==> config.mk <==
export PLATFORM = sky130hd
export DESIGN_NAME = ship_motion_scheduler
export DESIGN_NICKNAME = d
export VERILOG_FILES = /design/src/rtl/ship_motion_scheduler.sv
export SDC_FILE = /design/constraint.sdc
export NUM_CORES = 1
export LEC_CHECK = 0
export CAP_MARGIN = 25
export CORE_ASPECT_RATIO = 1.1
export CORE_MARGIN = 5
export CORE_UTILIZATION = 60
export CTS_CLUSTER_DIAMETER = 150
export DETAILED_ROUTE_END_ITERATION = 10
export DONT_BUFFER_PORTS = 1
export PLACE_DENSITY_LB_ADDON = 0.25
export SLEW_MARGIN = 40
export SYNTH_ARGS = -nofsm -noshare
export SYNTH_HDL_FRONTEND = slang
export SYNTH_SLANG_ARGS = --single-unit
==> constraint.sdc <==
create_clock -name clk_master -period 2.6 [get_ports clk_master]
set_clock_uncertainty 0.05 [all_clocks]
set_input_delay 0 -clock clk_master [delete_from_list [all_inputs] [get_ports clk_master]]
set_output_delay 0 -clock clk_master [all_outputs]
set_load 0.01 [all_outputs]
==> src/rtl/ship_motion_scheduler.sv <==
// ---------------------------------------------------------------------------
// ship_motion_scheduler
//
// Turns the raw left/right board buttons into one-cycle ship step strobes.
// Buttons are synchronised and debounced. Simultaneous presses are resolved
// by a "last pressed wins" preference. A small FSM then issues step_en at a
// fixed cadence. Ship motion runs on the single system clock and only
// advances when step_en is high. The fed-back ship_x keeps the ship inside
// the playfield.
//
// Optional feature macro: SHIP_RAMP_EN
//   defined   : after RAMP_STEPS same-direction steps the cadence switches
//               from PERIOD_SLOW to PERIOD_FAST.
//   undefined : the cadence is always PERIOD_SLOW.
//
// Ports
//   clk_master  in   1   system clock
//   d_reset     in   1   asynchronous active-high reset
//   btn_left    in   1   raw left button (asynchronous)
//   btn_right   in   1   raw right button (asynchronous)
//   freeze      in   1   pause / game over, halts all motion
//   ship_x      in  10   current ship top-left x (feedback)
//   step_en     out  1   one-cycle strobe: move the ship one pixel
//   step_dir    out  1   1 = right, 0 = left (0 when step_en is low)
//   moving      out  1   FSM in MOVE_L or MOVE_R
//   at_bound    out  1   requested direction is blocked by a bound
// ---------------------------------------------------------------------------
module ship_motion_scheduler #(
    parameter int unsigned DEBOUNCE_CYCLES = 50000,
    parameter int unsigned PERIOD_SLOW     = 400000,
    parameter int unsigned PERIOD_FAST     = 200000,
    parameter int unsigned RAMP_STEPS      = 8,
    parameter int unsigned LEFT_BOUND      = 144,
    parameter int unsigned RIGHT_BOUND     = 584,
    parameter int unsigned SHIP_W          = 24
) (
    input  logic       clk_master,
    input  logic       d_reset,
    input  logic       btn_left,
    input  logic       btn_right,
    input  logic       freeze,
    input  logic [9:0] ship_x,
    output logic       step_en,
    output logic       step_dir,
    output logic       moving,
    output logic       at_bound
);

    localparam int unsigned DB_W       = (DEBOUNCE_CYCLES > 1) ? $clog2(DEBOUNCE_CYCLES) : 1;
    localparam int unsigned PERIOD_MAX = (PERIOD_SLOW > PERIOD_FAST) ? PERIOD_SLOW : PERIOD_FAST;
    localparam int unsigned TICK_W     = (PERIOD_MAX > 1) ? $clog2(PERIOD_MAX) : 1;

    localparam logic [DB_W-1:0]   DB_LAST   = DB_W'(DEBOUNCE_CYCLES - 1);
    localparam logic [TICK_W-1:0] SLOW_LAST = TICK_W'(PERIOD_SLOW - 1);
    localparam logic [TICK_W-1:0] FAST_LAST = TICK_W'(PERIOD_FAST - 1);
    localparam logic [9:0]        MIN_X     = 10'(LEFT_BOUND);
    localparam logic [9:0]        MAX_X     = 10'(RIGHT_BOUND - SHIP_W);

    typedef enum logic [1:0] {IDLE, MOVE_L, MOVE_R, HALT} state_t;
    typedef enum logic [1:0] {REQ_NONE, REQ_L, REQ_R} req_t;

    // Index 0 = left button, index 1 = right button.
    logic [1:0]            sync0_q, sync1_q;
    logic [1:0]            deb_q, deb_d, deb_rise;
    logic [1:0][DB_W-1:0]  db_cnt_q, db_cnt_d;
    logic                  pref_r_q, pref_r_d;      // 0 = prefer left, 1 = prefer right
    state_t                state_q, state_d;
    req_t                  req;
    logic [TICK_W-1:0]     tick_q, tick_d;
    logic                  step_prev_q;
    logic                  entering, blocked, ramp_done;
    logic [TICK_W-1:0]     period_last;

    // ---------------- synchroniser, debounce, preference ----------------
    always_comb begin
        // NOTE: every combinational output gets a default first so no path leaves it unassigned (no latches).
        deb_d    = deb_q;
        db_cnt_d = '0;
        for (int i = 0; i < 2; i++) begin
            if (sync1_q[i] != deb_q[i]) begin
                if (db_cnt_q[i] == DB_LAST) begin
                    deb_d[i] = sync1_q[i];
                end else begin
                    db_cnt_d[i] = db_cnt_q[i] + 1'b1;
                end
            end
        end
        deb_rise = deb_d & ~deb_q;

        // Pressing both buttons in the same cycle leaves the preference alone.
        pref_r_d = pref_r_q;
        if (deb_rise == 2'b01) pref_r_d = 1'b0;
        if (deb_rise == 2'b10) pref_r_d = 1'b1;
    end

    always_comb begin
        unique case (deb_q)
            2'b01:   req = REQ_L;
            2'b10:   req = REQ_R;
            2'b11:   req = pref_r_q ? REQ_R : REQ_L;
            default: req = REQ_NONE;
        endcase
    end

    // ---------------- motion FSM ----------------
    always_comb begin
        state_d = state_q;
        if (freeze) begin
            state_d = HALT;
        end else begin
            unique case (state_q)
                HALT:   state_d = IDLE;
                IDLE:   if (req == REQ_L) state_d = MOVE_L;
                        else if (req == REQ_R) state_d = MOVE_R;
                MOVE_L: if (req == REQ_NONE) state_d = IDLE;
                        else if (req == REQ_R) state_d = MOVE_R;
                MOVE_R: if (req == REQ_NONE) state_d = IDLE;
                        else if (req == REQ_L) state_d = MOVE_L;
                default: state_d = IDLE;
            endcase
        end
    end

    assign entering = (state_d == MOVE_L || state_d == MOVE_R) && (state_d != state_q);
    assign moving   = (state_q == MOVE_L) || (state_q == MOVE_R);
    assign blocked  = ((state_q == MOVE_L) && (ship_x <= MIN_X)) ||
                      ((state_q == MOVE_R) && (ship_x >= MAX_X));
    assign at_bound = ((req == REQ_L) && (ship_x <= MIN_X)) ||
                      ((req == REQ_R) && (ship_x >= MAX_X));

    // A direction change resets tick_q to 0, which could land a strobe right
    // after the last one of the old direction; step_prev_q forbids that.
    assign step_en  = moving && (tick_q == '0) && !blocked && !step_prev_q;
    assign step_dir = step_en && (state_q == MOVE_R);

`ifdef SHIP_RAMP_EN
    localparam int unsigned STEP_W = (RAMP_STEPS > 0) ? $clog2(RAMP_STEPS + 1) : 1;
    localparam logic [STEP_W-1:0] RAMP_LAST = STEP_W'(RAMP_STEPS);

    logic [STEP_W-1:0] step_cnt_q, step_cnt_d;

    always_comb begin
        step_cnt_d = step_cnt_q;
        if (entering) begin
            step_cnt_d = '0;
        end else if (step_en && (step_cnt_q != RAMP_LAST)) begin
            step_cnt_d = step_cnt_q + 1'b1;
        end
    end

    always_ff @(posedge clk_master or posedge d_reset) begin
        if (d_reset) step_cnt_q <= '0;
        else         step_cnt_q <= step_cnt_d;
    end

    assign ramp_done = (step_cnt_q == RAMP_LAST);
`else
    assign ramp_done = 1'b0;
`endif

    assign period_last = ramp_done ? FAST_LAST : SLOW_LAST;

    always_comb begin
        tick_d = '0;
        if (!entering && moving) begin
            tick_d = (tick_q >= period_last) ? '0 : tick_q + 1'b1;
        end
    end

    // NOTE: sequential state uses non-blocking assignments only, so every flop samples pre-edge values.
    always_ff @(posedge clk_master or posedge d_reset) begin
        if (d_reset) begin
            sync0_q     <= '0;
            sync1_q     <= '0;
            deb_q       <= '0;
            db_cnt_q    <= '0;
            pref_r_q    <= 1'b0;
            state_q     <= IDLE;
            tick_q      <= '0;
            step_prev_q <= 1'b0;
        end else begin
            sync0_q     <= {btn_right, btn_left};
            sync1_q     <= sync0_q;
            deb_q       <= deb_d;
            db_cnt_q    <= db_cnt_d;
            pref_r_q    <= pref_r_d;
            state_q     <= state_d;
            tick_q      <= tick_d;
            step_prev_q <= step_en;
        end
    end

endmodule

==> results of run 1 <==
## sequential cells by signal, summed over array words and instances, names as in the netlist
name         flops
db_cnt_q        32
sync0_q          2
deb_q            2
step_prev_q      1
pref_r_q         1
tick_q          19
sync1_q          2
state_q          2
## placed cells by master, fill, tap and decap left out, types with 2 or more instances in the layout
cell type,count
a211oi_1,2
a21oi_1,5
and2_1,3
and3_1,8
buf_4,9
bufinv_16,2
clkbuf_8,11
clkinv_2,2
dfrtp_1,61
dlygate4sd3_1,6
ha_1,9
inv_1,9
mux2_2,3
nand2_1,20
nand3_1,22
nand4_1,13
nor2_1,45
nor2b_1,2
nor3_1,6
nor4_1,21
nor4_2,3
nor4b_1,4
o21ai_0,3
or2_2,3
xnor2_1,17
xor2_1,30
## final cells by class
class | count | share of cell area
Clock buffer | 12 | 0.04288
Sequential cell | 61 | 0.4219
Timing Repair Buffer | 15 | 0.03527
Clock inverter | 4 | 0.01936
Inverter | 10 | 0.01107
Multi-Input combinational cell | 240 | 0.4436
Tap cell | 75 | 0.02593
## report_power, final
group	leakage (nW)	switching (mW)	total (mW)	internal, mW
sequential	0.830	0.0277	1.00	0.976
combinational	0.606	0.102	0.177	0.0743
clock	0.116	0.356	0.945	0.589
## kinds of logic after synthesis
| group | after synthesis | share of synthesized area |
|---|---|---|
| simple gates | 159 | 0.2672 |
| flops | 61 | 0.4758 |
| xor+xnor | 47 | 0.1283 |
| compound gates | 22 | 0.05539 |
| buf+inv | 19 | 0.02769 |
| fa+ha+maj | 9 | 0.03510 |
| mux | 3 | 0.01053 |
## routing by layer
layer | up-vias | wire length, µm | global-route usage | part of all wire
met5 | - | 0 | 0 | 0
met4 | 0 | 161 | 0.1047 | 0.026
met3 | 13 | 127 | 0.04262 | 0.020
met2 | 27 | 3146 | 0.3318 | 0.50
met1 | 1163 | 2799 | 0.2669 | 0.45
li1 | 1167 | - | - | -
## per-stage QoR
stage,power [mW],util
after detailed placement,1.179,0.6277
final,2.125,0.6840
after CTS,2.139,0.6816
after floorplan,1.136,-
after global placement,1.177,0.6272
after global routing,2.215,0.6840
## what timing repair did
action,4_1_cts,5_1_grt
hold endpoints to repair,55,0
hold buffers,6,0
endpoints found under the setup margin,0,2
resized for setup,0,2
## path summary, 6_finish.rpt
| kind | start | endpoint | slack, ps | cells past startpoint |
|---|---|---|---|---|
| worst min-delay path | ship_x[9] | step_prev_q | 70 | 2 |
| worst max-delay path | tick_q[0] | step_dir | 170 | 7 |
| max in group asynchronous | d_reset | db_cnt_q[25] | 1770 | 3 |
| min in group asynchronous | d_reset | db_cnt_q[0] | 170 | 2 |
| worst min register to register | sync0_q[1] | sync1_q[1] | 310 | 0 |
| worst max register to register | db_cnt_q[4] | pref_r_q | 300 | 7 |
==> results.md, run 1 <==
- Final non-filler cell area: 3618 µm²
- Outcome: complete, no violations
- Placed cell areas: 3321 µm²
- First-pass GRT wire length: 11.14 mm
- Clock root cell: clkbuf_8
- Num rows: 28
- Crit end category: output port
- Maximum clock path buffer count: 2
- DP Cell Count: 395
- Vias in the first global route: 2,410
- Non-Filler Instances: 417
- Multi-input logic area: 1605 µm²
- Final antenna-violating net count: 0
- VDD IR-drop max: 0.0004364 V
- Synth top area cells: dfrtp_1 48%, xor2_1 8.2%, nor2_1 5.3%
- Post-synth top area cell: dfrtp_1
- Crit path DAT: 2380 ps
- Syn_nets: 344
- GRT overflow: 0
- Post-synth ARST share: 1.000
- Clock sink count: 61
- Most common library cells after synthesis: 61 x dfrtp_1, 45 x nor2_1, 30 x xor2_1, 22 x nand3_1, 21 x nor4_1
- Critical Path RT: 2550 ps
- Synth top area share: 0.4758
- GRT Resource Usage Total: 0.2075
- Drt first pass iters: 4
- Fin. Hold Viols: 0
- Initial Util: 0.6064
- Worst-path clk slew: 70 ps
- Routed via count: 2,370
- Post-synth EDFFs: 0
- Synthesis-to-finish area growth: 12.79%
- Initial antenna violation count: 0
- Kind of critical path: reg2out
- Die area: 6911 µm²
- Via density: 5.683
- Setup slack at placement: 418.2 ps
- Final net count: 361
- Crit path max fanout: 5
- RePlAce Congestion: 0.9038
- Setup tns final: 0 ps
- Primary FF master, synth: dfrtp_1
- Cell Pwr Density: 587.3 nW/µm²
- Peak Freq: 0.4113 GHz
- CTS tree: built
- Post-CTS Setup Bufs: 0
- Fillers: 414
- Die span in x: 79.72 µm
- Largest delay share family, worst path: simple AND/OR/NAND/NOR gates
- Slowest stage cell, crit path: or4b_1
- Max incr delay on CP: 460 ps
- Top-count cell post-synth: dfrtp_1
- Layout cells sized above 1: 0.1199
- CTS H-tree depth: 3
- Startpoint types: flop
- Die height: 86.69 µm
- RSZ-0062 raised after global routing: no
- Post-synthesis sequential area ratio: 0.4758
- Largest net degree at the start of global routing: 53
- Max Slew Vio Count: 0
- Hold WS: 68.03 ps
- Gate Count Post-Synth: 320
- Core ar.: 5290 µm²
- # port buffers: 0
- Seq. cell area: 1526 µm²
- Netlist cell types: 46
- Synthesis-stage register bit count: 61
- Max-Cap Viols: 0
- Worst-path cell chain: inv_1, ha_1, or4b_1, nor4b_2, nand4_1, a221oi_2, and2_1
- HPWL after DPL: 4.147 mm
- Io pins: 19
- Mean Syn Cell Area: 10.03 µm²
- Final wirelength: 6.234 mm
- Skew-Pair Late Insertion Delay: 340 ps
- Buf/Inv on CP: 1
- TritonCTS Buffers: 9
- DR iter-0 viols: 143
- # setup viols final: 0
- Wire length per cell: 14.95 µm
- HP Class: in2reg
- Minimum clock period: 2431 ps
- Cell Area, Synth: 3208 µm²
- Period utilization: 0.9352
- Slack of the critical path: 168.5 ps
- Antenna diodes: 0
- Slew @ Worst Pin: 618.4 ps
- Leakage: 1.552 nW
- DR DRC count: 0
- Ys Warns: 0
- Slew headroom: 0.5877
Note: power is estimated with default switching activity, not from simulation.
==> run 2, diff against run 1 <==
- ABC_AREA: default -> 1
==> results.md, run 2 <==
- Outcome: complete, no violations
- GRT overflow: 0
- Multi-input logic area: 1800 µm²
- Kind of critical path: reg2out
- Setup slack at placement: 595.3 ps
- Initial antenna violation count: 0
- Reg2Reg Setup Slack: 310 ps
- Primary FF master, synth: dfrtp_1
- Cell Area, Synth: 3613 µm²
- Die height: 91.39 µm
- Critical Path RT: 2550 ps
- Die area: 7676 µm²
- RR Startpoint: state_q[0]
- DP Cell Count: 557
- Die span in x: 83.99 µm
- Syn_nets: 506
- Post-synth EDFFs: 0
- # port buffers: 0
- Total power: 1.996 mW
- Wire length per cell: 12.69 µm
- Worst r2r path cells: 9
- Top-count cell post-synth: nand2_1
- Non-Filler Instances: 583
- Final non-filler cell area: 3974 µm²
- DR DRC count: 0
- Seq. cell area: 1526 µm²
- Layout cells sized above 1: 0.1087
- Slew @ Worst Pin: 569.3 ps
- Placed cell areas: 3687 µm²
- DR iter-0 viols: 164
- Crit end category: output port
- Most frequent standard cell in the layout excluding fill and tap cells: nand2_1
- Post-synth top area cell: dfrtp_1
- Max reg flops: 32
- Synth top area share: 0.4224
- Worst-path clk slew: 70 ps
- Clock root cell: clkbuf_8
- Slew headroom: 0.6204
- Minimum clock period: 2549 ps
- Core ar.: 5806 µm²
- CTS H-tree depth: 3
- Fillers: 492
- Final antenna-violating net count: 0
- Cell Pwr Density: 502.3 nW/µm²
- Startpoint types: flop
- Clock sink count: 61
- Routed via count: 3,088
- Vias in the first global route: 2,948
- Initial Util: 0.6224
- Synthesis-stage register bit count: 61
- RePlAce Congestion: 0.8660
- Ys Warns: 0
- Crit path DAT: 2500 ps
- Slack of the critical path: 51.09 ps
- Antenna diodes: 0
- Gate Count Post-Synth: 482
- Mean Syn Cell Area: 7.497 µm²
- Slowest stage cell, crit path: dlygate4sd3_1
- Most flop-heavy register: db_cnt_q
- Buf/Inv on CP: 3
- Final wirelength: 7.399 mm
- Fin. Hold Viols: 0
- Most frequent cells in the layout: 94 x nand2_1, 90 x nor2_1, 63 x inv_1, 61 x dfrtp_1
- HPWL after DPL: 5.513 mm
- First-pass GRT wire length: 12.71 mm
- Drt first pass iters: 4
- Via density: 5.297
- Largest net degree at the start of global routing: 47
- Final net count: 525
- TritonCTS Buffers: 9
- Period utilization: 0.9804
- Largest delay share family, worst path: buffers and inverters
- Post-synth ARST share: 1.000
- Max Slew Vio Count: 0
- Most common library cells after synthesis: 94 x nand2_1, 90 x nor2_1, 64 x inv_1, 61 x dfrtp_1
- Max-Cap Viols: 0
- Maximum clock path buffer count: 2
- Skew-Pair Late Insertion Delay: 340 ps
- Critical R2R Capture: step_prev_q
- GRT Resource Usage Total: 0.2048
- Netlist cell types: 32
- Io pins: 19
- Post-synthesis sequential area ratio: 0.4224
- Synth top area cells: dfrtp_1 42%, nand2_1 9.8%, nor2_1 9.3%
- Max incr delay on CP: 560 ps
- Largest regs: db_cnt_q x32, tick_q x19
- Peak Freq: 0.3923 GHz
- # setup viols final: 0
- HP Class: in2async
- Worst-path cell chain: inv_1, ha_2, nand2_1, nor3_1, nand3_1, nor2_1, nand2_1, dlygate4sd3_1, inv_1
- Synthesis-to-finish area growth: 9.972%
- CTS tree: built
- Leakage: 1.742 nW
- Crit path max fanout: 6
- Setup tns final: 0 ps
- VDD IR-drop max: 0.0003792 V
- Num rows: 29
run 2: cell count changes in the layout (fill, tap and decap cells not counted), sizes merged, moves of 7 or more:
cell | before | now
nor4 | 25 | 5
nor2 | 45 | 103
a21oi | 5 | 12
nand2 | 20 | 100
and3 | 9 | 0
nand3 | 22 | 34
nor3 | 6 | 33
inv | 10 | 69
xnor2 | 17 | 3
xor2 | 30 | 18
run 2: through the flow:
stage / hold slack [ps] / utilization
after global routing: 65.01 / 0.6845
after floorplan: -18.57 / -
after global placement: -191.9 / 0.6351
after detailed placement: -176.6 / 0.6351
after CTS: 31.03 / 0.6802
final: 26.50 / 0.6845
run 2: layout make-up:
class                   instances  area share
repair buffers                 11     0.02519
flip-flops and latches         61      0.3841
well taps                      77     0.02424
clock inverters                 6     0.01606
multi-input cells             349      0.4531
clock buffers                  10     0.03212
inverters                      69     0.06518
run 2: routing by layer:
layer,GRT usage,share of wire,routed length [µm]
met5,0,0,0
met3,0.03982,0.036,263
met1,0.2360,0.42,3135
met2,0.3634,0.52,3820
met4,0.09786,0.024,180
run 2: cell families (layout without fill, tap and decap cells):
family / Yosys count / count (layout) / synth area share
compound gates: 22 / 22 / 0.03602
simple gates: 297 / 297 / 0.3795
xor+xnor: 21 / 21 / 0.05090
fa+ha+maj: 9 / 9 / 0.03116
buf+inv: 72 / 96 / 0.07999
flops: 61 / 61 / 0.4224
run 2: where the power goes:
part           leakage, nW  switching [mW]  internal (mW)
Clock               0.0923           0.375          0.441
Combinational        0.820           0.118         0.0637
Sequential           0.830          0.0236          0.975
Total                 1.74           0.517           1.48
run 2: how the worst max path moves through the flow:
stage | start | cells after the start | end | slack (ps)
after floorplan | db_cnt_q[16] | 10 | pref_r_q | 790
after global placement | db_cnt_q[16] | 10 | pref_r_q | 650
after detailed placement | db_cnt_q[16] | 10 | pref_r_q | 600
after CTS | state_q[0] | 9 | step_en | 70
after global routing | state_q[0] | 9 | step_en | -20
final | state_q[0] | 9 | step_en | 50
run 2: what timing repair did:
item | 4_1_cts | 5_1_grt
endpoints found under the hold margin | 54 | 0
resized for setup | 0 | 1
buffers inserted | 0 | 3
hold buffers | 7 | 0
endpoints found under the setup margin | 0 | 1
